===== src/rtl/noc_pkg.sv =====
// Shared router constants: packet layout, header bit positions, hop-update modes.
package noc_pkg;

  localparam int PACKET_SIZE = 64;

  localparam int VC_BIT   = 63;
  localparam int HDIR_BIT = 62;
  localparam int VDIR_BIT = 61;

  localparam int HHOP_HI = 55;
  localparam int HHOP_LO = 52;
  localparam int VHOP_HI = 51;
  localparam int VHOP_LO = 48;

  localparam int HOP_DEC_NONE = 0;
  localparam int HOP_DEC_H    = 1;
  localparam int HOP_DEC_V    = 2;

  // A zero hop field wraps to 4'hF; that is an upstream routing error, not caught here.
  function automatic logic [PACKET_SIZE-1:0] apply_hop(input logic [PACKET_SIZE-1:0] pkt,
                                                       input int mode);
    logic [PACKET_SIZE-1:0] r;
    r = pkt;
    if (mode == HOP_DEC_H) r[HHOP_HI:HHOP_LO] = pkt[HHOP_HI:HHOP_LO] - 4'd1;
    if (mode == HOP_DEC_V) r[VHOP_HI:VHOP_LO] = pkt[VHOP_HI:VHOP_LO] - 4'd1;
    return r;
  endfunction

endpackage


===== src/rtl/rr_arbiter.sv =====
// Round-robin pick: first eligible index after ptr, modulo N. Purely combinational.
module rr_arbiter #(
  parameter int N  = 4,
  parameter int IW = 2
) (
  input  logic [N-1:0]  elig,
  input  logic [IW-1:0] ptr,
  output logic [N-1:0]  gnt,
  output logic [IW-1:0] idx,
  output logic          vld
);

  int            c;
  logic [IW-1:0] ci;

  always_comb begin
    gnt = '0;
    idx = '0;
    vld = 1'b0;
    c   = 0;
    ci  = '0;
    for (int k = 1; k <= N; k++) begin
      c  = (int'(ptr) + k) % N;
      ci = IW'(c);
      if (!vld && elig[ci]) begin
        vld     = 1'b1;
        gnt[ci] = 1'b1;
        idx     = ci;
      end
    end
  end

endmodule


===== src/rtl/vc_output_arbiter.sv =====
// Per-output-port arbiter: captures one packet per VC (internal VC = polarity), drains the other VC.
// Grant-to-send one cycle minimum; a full internal slot withholds grants, ro=0 holds the external slot.
module vc_output_arbiter
  import noc_pkg::*;
#(
  parameter int N_REQ   = 4,
  parameter int HOP_DEC = 0
) (
  input  logic                         clk,
  input  logic                         reset,
  input  logic                         polarity,
  input  logic [N_REQ-1:0]             req,
  input  logic [N_REQ*PACKET_SIZE-1:0] req_data,
  output logic [N_REQ-1:0]             gnt,
  output logic                         so,
  input  logic                         ro,
  output logic [PACKET_SIZE-1:0]       dout
);

  localparam int IW = (N_REQ > 1) ? $clog2(N_REQ) : 1;
  localparam logic [IW-1:0] PTR_RST = IW'(N_REQ - 1);

  logic [1:0]             slot_full_q, slot_full_d;
  logic [PACKET_SIZE-1:0] slot_data_q [2];
  logic [PACKET_SIZE-1:0] slot_data_d [2];
  logic [IW-1:0]          rr_ptr_q [2];
  logic [IW-1:0]          rr_ptr_d [2];

  logic [PACKET_SIZE-1:0] req_pkt [N_REQ];
  logic [N_REQ-1:0]       elig;
  logic [N_REQ-1:0]       arb_gnt;
  logic [IW-1:0]          win_idx;
  logic                   arb_vld;
  logic                   ext_vc;
  logic                   take;

  assign ext_vc = ~polarity;

  for (genvar i = 0; i < N_REQ; i++) begin : g_req
    assign req_pkt[i] = req_data[i*PACKET_SIZE +: PACKET_SIZE];
    assign elig[i]    = req[i] & (req_pkt[i][VC_BIT] == polarity);
  end

  rr_arbiter #(.N(N_REQ), .IW(IW)) u_rr (
    .elig (elig),
    .ptr  (rr_ptr_q[polarity]),
    .gnt  (arb_gnt),
    .idx  (win_idx),
    .vld  (arb_vld)
  );

  // Gating with reset keeps gnt low while reset is held even if requesters are asserting.
  assign take = reset & arb_vld & ~slot_full_q[polarity];
  assign gnt  = take ? arb_gnt : '0;
  assign so   = reset & slot_full_q[ext_vc] & ro;
  assign dout = so ? slot_data_q[ext_vc] : '0;

  always_comb begin
    slot_full_d = slot_full_q;
    slot_data_d = slot_data_q;
    rr_ptr_d    = rr_ptr_q;
    if (so) slot_full_d[ext_vc] = 1'b0;
    if (take) begin
      slot_full_d[polarity] = 1'b1;
      slot_data_d[polarity] = apply_hop(req_pkt[win_idx], HOP_DEC);
      rr_ptr_d[polarity]    = win_idx;
    end
  end

  always_ff @(posedge clk or negedge reset) begin
    if (!reset) begin
      slot_full_q <= '0;
      slot_data_q <= '{default: '0};
      rr_ptr_q    <= '{PTR_RST, PTR_RST};
    end else begin
      slot_full_q <= slot_full_d;
      slot_data_q <= slot_data_d;
      rr_ptr_q    <= rr_ptr_d;
    end
  end

endmodule


===== config.mk =====
export PLATFORM = sky130hd
export DESIGN_NAME = vc_output_arbiter
export DESIGN_NICKNAME = d
export VERILOG_FILES = /design/src/rtl/noc_pkg.sv /design/src/rtl/rr_arbiter.sv /design/src/rtl/vc_output_arbiter.sv
export SDC_FILE = /design/constraint.sdc
export NUM_CORES = 1
export LEC_CHECK = 0
export CORE_MARGIN = 1.5
export CORE_UTILIZATION = 35
export CTS_CLUSTER_DIAMETER = 60
export DETAILED_ROUTE_END_ITERATION = 6
export PLACE_DENSITY = 0.73
export SLEW_MARGIN = 25
export SYNTH_ARGS = -nofsm -noshare
export SYNTH_HDL_FRONTEND = slang
export SYNTH_HIERARCHICAL = 1
export SYNTH_SLANG_ARGS = --single-unit

===== constraint.sdc =====
create_clock -name clk -period 9.1 [get_ports clk]
set_input_delay 0.91 -clock clk [delete_from_list [all_inputs] [get_ports clk]]
set_output_delay 0.91 -clock clk [all_outputs]
set_load 0.05 [all_outputs]

==> results.cfg <==
[sta]
hold_viol_final = 0
tightest_slew_ns = 1.01
grt_setup_unrepaired = false
fmax_ghz = 0.193
fin_setup_tns_ns = 0
period_share_pct = 57.1
finalSetupViolCount = 0
min_period_ns = 5.19
maxSlewViolCount = 0
fin_skew_ns = 0.0100
slew_headroom_pct = 32.5

[global_routing]
grt_pass1_wl_um = 37200
gr-total-overflow = 0
antenna_found_initial = 0
grt_max_degree = 67
grtUsageTotal_pct = 19.8
first_global_vias = 6875

[cells_and_area]
final_cells = 1233
multi_input_area_mm2 = 0.00459
areaGrowthSynthToFinish_pct = 49.9
fin_nets = 1179
fillers = 1982
drive_gt1_share_pct = 28.0
n_antenna_cell = 0
post-route-cell-area_mm2 = 0.0123
seqCellArea_mm2 = 0.00336

[floorplanning]
ios = 333
rows = 55
fp.dieW_um = 156
core_mm2 = 0.0228
die-area_mm2 = 0.0245
die_h_um = 156
initial_utilization_pct = 36.1

[pwr]
power_mw = 3.40
power_density_mw_per_mm2 = 275
power.leakage_nw = 4.84
max-vdd-ir-drop_mv = 0.161

[critical_path]
worstPathCellList = buf_4 -> mux2_2 -> inv_2 -> ha_1 -> mux2i_4 -> nand2_1 -> o21ai_1 -> a221o_1 -> nor3b_1 -> clkdlybuf4s50_1
path_delay_family = buffers and inverters
arrival_ns = 4.28
slowest_delay_ns = 0.85
cp-start-kind = primary input
end_kind = output port
required_ns = 8.19
worstRegToRegCells = 9
cp_num_buf_inv = 3
critical_path_class = in2out
crit_fanout = 28
slowest_stage = clkdlybuf4s50_1
cp.depth = 10

[clock_tree]
cts_resized = 0
cts_root_buf = clkbuf_16
cts-hold-fix-buffers = 0
cts.htree.levels = 4
numCtsBuffers = 17
cts_tree = yes
post_cts_buffers = 0
cts.sinks = 134
path_clk_slew_ns = 0.06
clk_latency_ns = 0.42
cts.path.max_buffers = 2

[route]
initialDrtViolationCount = 229
drc = 0
vias = 6417
avgViaCountPerCell = 5.20
drt_first_pass_iters = 4
ant_nets = 0
wl_per_cell_um = 19.2
postRouteWirelength_um = 23600

[worst_hold_path]
hp-class = in2async

[synthesis]
yosys.area.top_type_share_pct = 39.5
yosys_warnings = 6
yosysTopAreaCell = dfrtp_1
synth_area_per_cell_um2 = 13.7
syn_inst = 601
ys_seq_elements = 134
syn_area_mm2 = 0.00824
syn_nets = 873
synth_area_leaders = dfrtp_1 (39%), mux2_2 (18%), mux4_2 (18%), mux2i_1 (8.1%), nor3_1 (3.9%)
ys_types = 45
ys_seq_area_share_pct = 40.8

[placement]
place_congestion = 0.835
dpl-instance-area_mm2 = 0.0117
placed_cells = 1201
io_buffers = 332
hpwlAfterDp_um = 16500

[run_status]
outcome = completed

[flow_run]
cap_violations = 0
-- area by class of cell --
| class | instances | share of cell area, % |
|---|---|---|
| inverters | 4 | 0.122 |
| well taps | 313 | 3.17 |
| multi-input cells | 409 | 37.2 |
| flip-flops and latches | 134 | 27.2 |
| repair buffers | 341 | 27.4 |
| clock inverters | 14 | 1.42 |
| clock buffers | 18 | 3.48 |
-- kinds of logic after synthesis --
| group | synth area share (%) |
|---|---|
| compound gates | 2.75 |
| buf+inv | 3.96 |
| flops | 40.8 |
| fa+ha+maj | 1.21 |
| simple gates | 6.26 |
| xor+xnor | 0.425 |
| mux | 44.6 |
-- sequential cells by signal, indices dropped and copies added (netlist names) --
| register | count |
|---|---|
| rr_ptr_q | 4 |
| slot_data_q | 128 |
| slot_full_q | 2 |
-- per-layer routing --
metal | vias up | GRT usage, % | share of wire [%]
met5 | - | 0 | 0
met4 | 0 | 5.90 | 1.3
met2 | 226 | 34.6 | 52
met3 | 22 | 4.04 | 5.8
li1 | 2923 | - | -
met1 | 3246 | 24.7 | 41
-- cell usage in the layout, fill, tap and decap left out, types with 5 or more instances in the layout --
cell             instances
mux4_2                  65
clkbuf_16               17
mux2i_1                 66
nor2_1                   6
nor3_1                  65
ha_1                     8
buf_4                   10
dfrtp_1                130
o21ai_1                  5
mux2_2                 135
clkdlybuf4s50_1        330
nand2_1                 13
-- Yosys cell counts (all sizes together) --
master and number:
a21o 1, a21oi 4, and2 4, o22ai 1, and4bb 1, nor2b 1, nand2b 1, dfstp 4
or3b 1, a31oi 1, xnor2 4, mux4 65, o21ai 7, ha 8, a221oi 2, a211oi 2
o22a 1, nand4b 1, o2bb2ai 1, a221o 4, nor3b 4, nor4 1, nor3 65, nand2 14
nor2 7, mux2i 68, mux2 135, a22o 1, dfrtp 130, buf 45, nand3 1, o31a 1
clkbuf 9, a21boi 2, inv 4
-- worst paths after layout --
check	to	start	slack, ns
worst max-delay path	gnt[1]	polarity	3.91
worst min-delay path	slot_data_q[37]	reset	0.42
worst max register to register	slot_data_q[42]	rr_ptr_q[0]	4.85
worst min register to register	slot_data_q[40]	slot_data_q[40]	0.50
max in group asynchronous	slot_data_q[69]	reset	7.62
min in group clk	slot_data_q[40]	slot_data_q[40]	0.50
-- worst register-to-register path, cell delays in order, from the launching register on --
cell and delay [ns]:
dfstp_2 0.53, mux2_2 0.37, mux4_2 0.68, a21oi_2 0.17
nor3_1 0.06, nor2_2 0.11, o31a_4 0.50, buf_4 0.76
mux4_2 0.67, mux2_2 0.28
-- through the flow --
| step | hold slack (ns) | setup slack, ns | utilization (%) |
|---|---|---|---|
| 2_1_floorplan | 0.479 | 4.14 | - |
| 3_3_place_gp | 0.486 | 3.57 | 51.4 |
| 3_5_place_dp | 0.492 | 3.55 | 51.4 |
| 4_1_cts | 0.422 | 3.92 | 54.0 |
| 5_1_grt | 0.444 | 3.71 | 54.1 |
| 6_report | 0.422 | 3.91 | 54.1 |
-- power breakdown --
| part | internal [mW] | switching, mW | total, mW |
|---|---|---|---|
| clock | 0.434 | 0.274 | 0.707 |
| combinational | 0.889 | 0.766 | 1.65 |
| sequential | 0.894 | 0.141 | 1.04 |
| total | 2.22 | 1.18 | 3.40 |
Note: power is estimated with default switching activity, not from simulation.
